[src/rtl/ahb_decode_mux.sv]
// rtl/ahb_decode_mux.sv - AHB-Lite decoder/multiplexor, one manager to NSAT satellites plus default error satellite
// Optional wait-state watchdog enabled by defining AHB_DECODE_MUX_TIMEOUT_EN.
module ahb_decode_mux #(
  parameter int                 NSAT     = 4,
  parameter logic [NSAT*32-1:0] SAT_BASE = {NSAT{32'h0}},
  parameter logic [NSAT*32-1:0] SAT_MASK = {NSAT{32'hFFFF_0000}},
  parameter int                 TO_CYC   = 256
) (
  input  logic                 clk,
  input  logic                 nrst,
  input  logic [31:0]          m_haddr,
  input  logic [1:0]           m_htrans,
  input  logic                 m_hwrite,
  input  logic [2:0]           m_hsize,
  input  logic [2:0]           m_hburst,
  input  logic [31:0]          m_hwdata,
  output logic [31:0]          m_hrdata,
  output logic                 m_hready,
  output logic                 m_hresp,
  output logic [NSAT-1:0]      s_hsel,
  output logic [NSAT-1:0]      s_hready,
  input  logic [NSAT*32-1:0]   s_hrdata,
  input  logic [NSAT-1:0]      s_hreadyout,
  input  logic [NSAT-1:0]      s_hresp,
  output logic                 dec_err,
  output logic                 to_err
);

  localparam int IW = (NSAT > 1) ? $clog2(NSAT) : 1;

  typedef enum logic [2:0] {
    D_IDLE = 3'd0,
    D_ERR1 = 3'd1,
    D_ERR2 = 3'd2
`ifdef AHB_DECODE_MUX_TIMEOUT_EN
    , T_ERR1 = 3'd3
    , T_ERR2 = 3'd4
`endif
  } state_e;

  state_e        state_q;
  logic          err_ready_q;
  logic          err_resp_q;
  logic          dec_err_q;
  logic [IW-1:0] idx_q;
  logic          def_q;

  logic          active;
  logic          hit;
  logic [IW-1:0] hit_idx;
  logic          unm_lat;

  logic          sat_ok;
  logic          sat_ready;
  logic          sat_resp;
  logic [31:0]   sat_rdata;

  // Control/data inputs that are only broadcast to satellites, never decoded here.
  logic unused_ok;
  assign unused_ok = ^{m_htrans[0], m_hwrite, m_hsize, m_hburst, m_hwdata};

  assign active = m_htrans[1];

  // Descending scan so the lowest matching index is the last to overwrite.
  always_comb begin
    hit     = 1'b0;
    hit_idx = '0;
    s_hsel  = '0;
    for (int i = NSAT - 1; i >= 0; i--) begin
      if (active && ((m_haddr & SAT_MASK[32*i +: 32]) == SAT_BASE[32*i +: 32])) begin
        hit       = 1'b1;
        hit_idx   = IW'(i);
        s_hsel    = '0;
        s_hsel[i] = 1'b1;
      end
    end
  end

  always_comb begin
    sat_ok    = 1'b0;
    sat_ready = 1'b1;
    sat_resp  = 1'b0;
    sat_rdata = '0;
    for (int i = 0; i < NSAT; i++) begin
      if (idx_q == IW'(i)) begin
        sat_ok    = 1'b1;
        sat_ready = s_hreadyout[i];
        sat_resp  = s_hresp[i];
        sat_rdata = s_hrdata[32*i +: 32];
      end
    end
  end

  // Error states own the bus; otherwise a valid satellite index drives it, else the idle default.
  always_comb begin
    m_hready = 1'b1;
    m_hresp  = 1'b0;
    m_hrdata = '0;
    if (state_q != D_IDLE) begin
      m_hready = err_ready_q;
      m_hresp  = err_resp_q;
    end else if (!def_q && sat_ok) begin
      m_hready = sat_ready;
      m_hresp  = sat_resp;
      m_hrdata = sat_rdata;
    end
  end

  assign s_hready = {NSAT{m_hready}};
  assign unm_lat  = m_hready && active && !hit;
  assign dec_err  = dec_err_q;

  always_ff @(posedge clk) begin
    if (!nrst) begin
      def_q <= 1'b1;
      idx_q <= '0;
    end else if (m_hready) begin
      def_q <= !(active && hit);
      idx_q <= hit_idx;
    end
  end

`ifdef AHB_DECODE_MUX_TIMEOUT_EN
  localparam int WW = ($clog2(TO_CYC + 1) > 9) ? $clog2(TO_CYC + 1) : 9;

  logic [WW-1:0] wcnt_q;
  logic          to_err_q;
  logic          sat_wait;

  assign sat_wait = (state_q == D_IDLE) && !def_q && sat_ok && !sat_ready;
  assign to_err   = to_err_q;
`else
  assign to_err   = 1'b0;
`endif

  always_ff @(posedge clk) begin
    if (!nrst) begin
      state_q     <= D_IDLE;
      err_ready_q <= 1'b1;
      err_resp_q  <= 1'b0;
      dec_err_q   <= 1'b0;
`ifdef AHB_DECODE_MUX_TIMEOUT_EN
      to_err_q    <= 1'b0;
      wcnt_q      <= '0;
`endif
    end else begin
      dec_err_q <= 1'b0;
`ifdef AHB_DECODE_MUX_TIMEOUT_EN
      to_err_q  <= 1'b0;
      wcnt_q    <= '0;
`endif
      case (state_q)
        D_ERR1: begin
          state_q     <= D_ERR2;
          err_ready_q <= 1'b1;
          err_resp_q  <= 1'b1;
        end
`ifdef AHB_DECODE_MUX_TIMEOUT_EN
        T_ERR1: begin
          state_q     <= T_ERR2;
          err_ready_q <= 1'b1;
          err_resp_q  <= 1'b1;
        end
`endif
        // D_IDLE and both second ERROR cycles accept a new transfer.
        default: begin
          if (unm_lat) begin
            state_q     <= D_ERR1;
            err_ready_q <= 1'b0;
            err_resp_q  <= 1'b1;
            dec_err_q   <= 1'b1;
          end
`ifdef AHB_DECODE_MUX_TIMEOUT_EN
          else if (sat_wait && (wcnt_q == WW'(TO_CYC - 2))) begin
            state_q     <= T_ERR1;
            err_ready_q <= 1'b0;
            err_resp_q  <= 1'b1;
            to_err_q    <= 1'b1;
          end else if (sat_wait) begin
            wcnt_q <= wcnt_q + 1'b1;
          end
`endif
          else begin
            state_q     <= D_IDLE;
            err_ready_q <= 1'b1;
            err_resp_q  <= 1'b0;
          end
        end
      endcase
    end
  end

endmodule

[config.mk]
export PLATFORM = sky130hd
export DESIGN_NAME = ahb_decode_mux
export DESIGN_NICKNAME = d
export VERILOG_FILES = /design/src/rtl/ahb_decode_mux.sv
export SDC_FILE = /design/constraint.sdc
export NUM_CORES = 1
export LEC_CHECK = 0
export CORE_AREA = 2 2 99 101
export DETAILED_ROUTE_END_ITERATION = 10
export DIE_AREA = 0 0 101 103
export GPL_TIMING_DRIVEN = 1
export PLACE_DENSITY = 0.53
export SKIP_CTS_REPAIR_TIMING = 1
export SYNTH_ARGS = -nofsm -noshare
export SYNTH_HDL_FRONTEND = slang
export SYNTH_SLANG_ARGS = --single-unit
[constraint.sdc]
create_clock -name clk -period 1.3 [get_ports clk]
set_input_delay 0.26 -clock clk [delete_from_list [all_inputs] [get_ports clk]]
set_output_delay 0.26 -clock clk [all_outputs]
set_load 0.05 [all_outputs]
==> out/qor.csv <==
metric,value,unit
clk_path_buf_depth,2,
drv_cap,0,
finish.utilization,25.71,%
synth_xor_area_share,0,%
drc,0,
cts_buffers,3,
muxShareOfSynthArea,0,%
period_share,134.0,%
endpoint_kind,output pin,
vias_per_cell,3.192,
grt_pass1_vias,867,
syn_to_final_growth,352.1,%
routed_wl,3516,um
synth.largest_area_cell,and2_1,
synth_edf_count,0,
tns,-15050,ps
grt_pass1_wl,4436,um
synthAdderAreaFrac,0,%
start_kind,register,
hold_ws,520.7,ps
ys.flop_type,dfxtp_1,
fin_skew,1.162,ps
ys_types,20,
startpoint,state_q[0]$_SDFF_PP0_,
synthCells,79,
synth_area_leaders,"and2_1 (37%), dfxtp_1 (19%), buf_4 (13%)",
async_reset_ff_share,0,%
fin_crit,1742,ps
cp.required,1040,ps
vdd_drop_max,0.1834,mV
avgSynthCellArea,6.810,um^2
h-tree-depth,1,
final_antenna_net_count,0,
synth_common_cells,"and2_1 (32), buf_4 (9), dfxtp_1 (5)",
synth_top_cell_area_share,37.21,%
layout-drive-gt1-share,59.36,%
first_iter_violations,28,
setup_slack,-442.0,ps
track_usage,5.613,%
yosysMostFrequentCell,and2_1,
hp-class,input port to register,
yosys_warnings,0,
path_class,register to output pin,
powerDensity,328.4,mW/mm^2
reg2reg_from,state_q[1]$_SDFF_PN0_,
port_buffers,92,
root_buffer,clkbuf_8,
std_cell_rows,36,
synth_top_family_by_area,simple AND/OR/NAND/NOR gates,
vias,964,
critPathArrivalTime,1480,ps
rsz0062_at_grt,true,
dp_hpwl,2751,um
io_pins,255,
antenna_found_initial,2,
setup_violations,42,
place_area,0.002098,mm^2
ys_ff_latch,5,
final_nets,399,
violations,negative setup slack,
hp-start,m_htrans[1],
finalInstanceArea,0.002432,mm^2
synth_area,538.0,um^2
dp_slack,-533.2,ps
overflow,0,
clock-sinks,5,
yosysSeqAreaShare,18.60,%
status,"complete, but fails checks",
clk_pin_slew_worst_paths,30,ps
initial_core_util,5.688,%
clk_latency,220,ps
final_max_slew_viol_count,0,
die_y,103,um
synth_compound_area_share,6.512,%
finalHoldViolCount,0,
p_leak,1.061,nW
routedWlPerCell,11.64,um
die_x,101,um
die_area,0.01040,mm^2
cts_tree,yes,
grt_max_degree,33,
coreArea,0.009459,mm^2
gp_congestion,0.6811,
drt_first_pass_iters,3,
crit_fanout,5,
synth-simple-area-share,57.44,%
fmax,0.5741,GHz
[flip-flops by register name, summed over array words and instances, names as in the netlist]
register	flops
err_resp_q	1
err_ready_q	1
state_q	2
def_q	1
[cells by family after synthesis]
family,Yosys count
AOI/OAI and AO/OA,6
other,1
DFF,5
buffers and inverters,15
and+or+nand+nor,52
[worst paths after layout]
| kind | end | slack (ps) | depth (start not counted) |
|---|---|---|---|
| worst max-delay path | s_hready[3] | -440 | 4 |
| worst min-delay path | err_ready_q$_SDFF_PP1_ | 520 | 4 |
| worst max register to register | err_ready_q$_SDFF_PP1_ | -350 | 6 |
| worst min register to register | def_q$_SDFFE_PN1N_ | 590 | 2 |
[power breakdown]
group,switching (mW),internal [mW]
clock,0.0769,0.210
sequential,0.00718,0.162
combinational,0.133,0.209
total,0.217,0.581
[cells in the final DEF (no fill, tap or decap)]
cell type,synthesis,final
clkbuf_16,0,2
buf_8,0,6
and4b_2,0,1
diode_2,0,1
clkbuf_1,3,1
a31oi_1,1,1
nand3_4,0,1
buf_4,9,12
nor4_1,3,1
nand2_2,0,1
o31ai_1,1,1
and2_4,0,32
o21ai_0,3,3
nor2b_1,1,1
or3_4,0,1
nand2_1,4,3
nor4b_4,0,1
clkinv_4,0,1
clkbuf_8,0,3
or4_1,1,1
buf_12,0,38
o22ai_4,0,1
nor2_4,0,1
nor3_2,0,1
inv_1,3,2
conb_1,1,4
nor2_1,3,2
nor4_2,0,1
dfxtp_1,5,3
nor4_4,0,1
clkdlybuf4s50_1,0,40
dfxtp_4,0,1
nand3_1,2,1
dlymetal6s2s_1,0,12
buf_6,0,3
nor3_4,0,2
dfxtp_2,0,1
[through the flow]
stage                     instances  power (mW)
after floorplan                  82      0.2782
after global placement          287      0.4770
after detailed placement        287      0.4804
after CTS                       291      0.7760
after global routing            301      0.8398
final                           302      0.7987
[critical path, stage by stage, from the launching register on]
cell and delay, ps:
dfxtp_4 350, or3_4 400, o22ai_4 200, clkinv_4 130
buf_8 170
[metal layers]
layer | share of wire (%) | routed length [um] | vias up | GRT usage, %
li1 | - | - | 462 | -
met1 | 33 | 1151 | 421 | 5.569
met2 | 49 | 1720 | 74 | 9.538
met3 | 17 | 587 | 7 | 3.729
met4 | 1.6 | 56 | 0 | 1.871
met5 | 0 | 0 | - | 0
[cell type report]
cell class	instances	area, um^2
repair buffers	113	1575
well taps	114	142.6
multi-input cells	62	545.5
fillers	996	7027
inverters	3	16.27
clock buffers	4	45.04
flip-flops and latches	5	105.1
diodes	1	2.502
(Power assumes the default switching activity.)
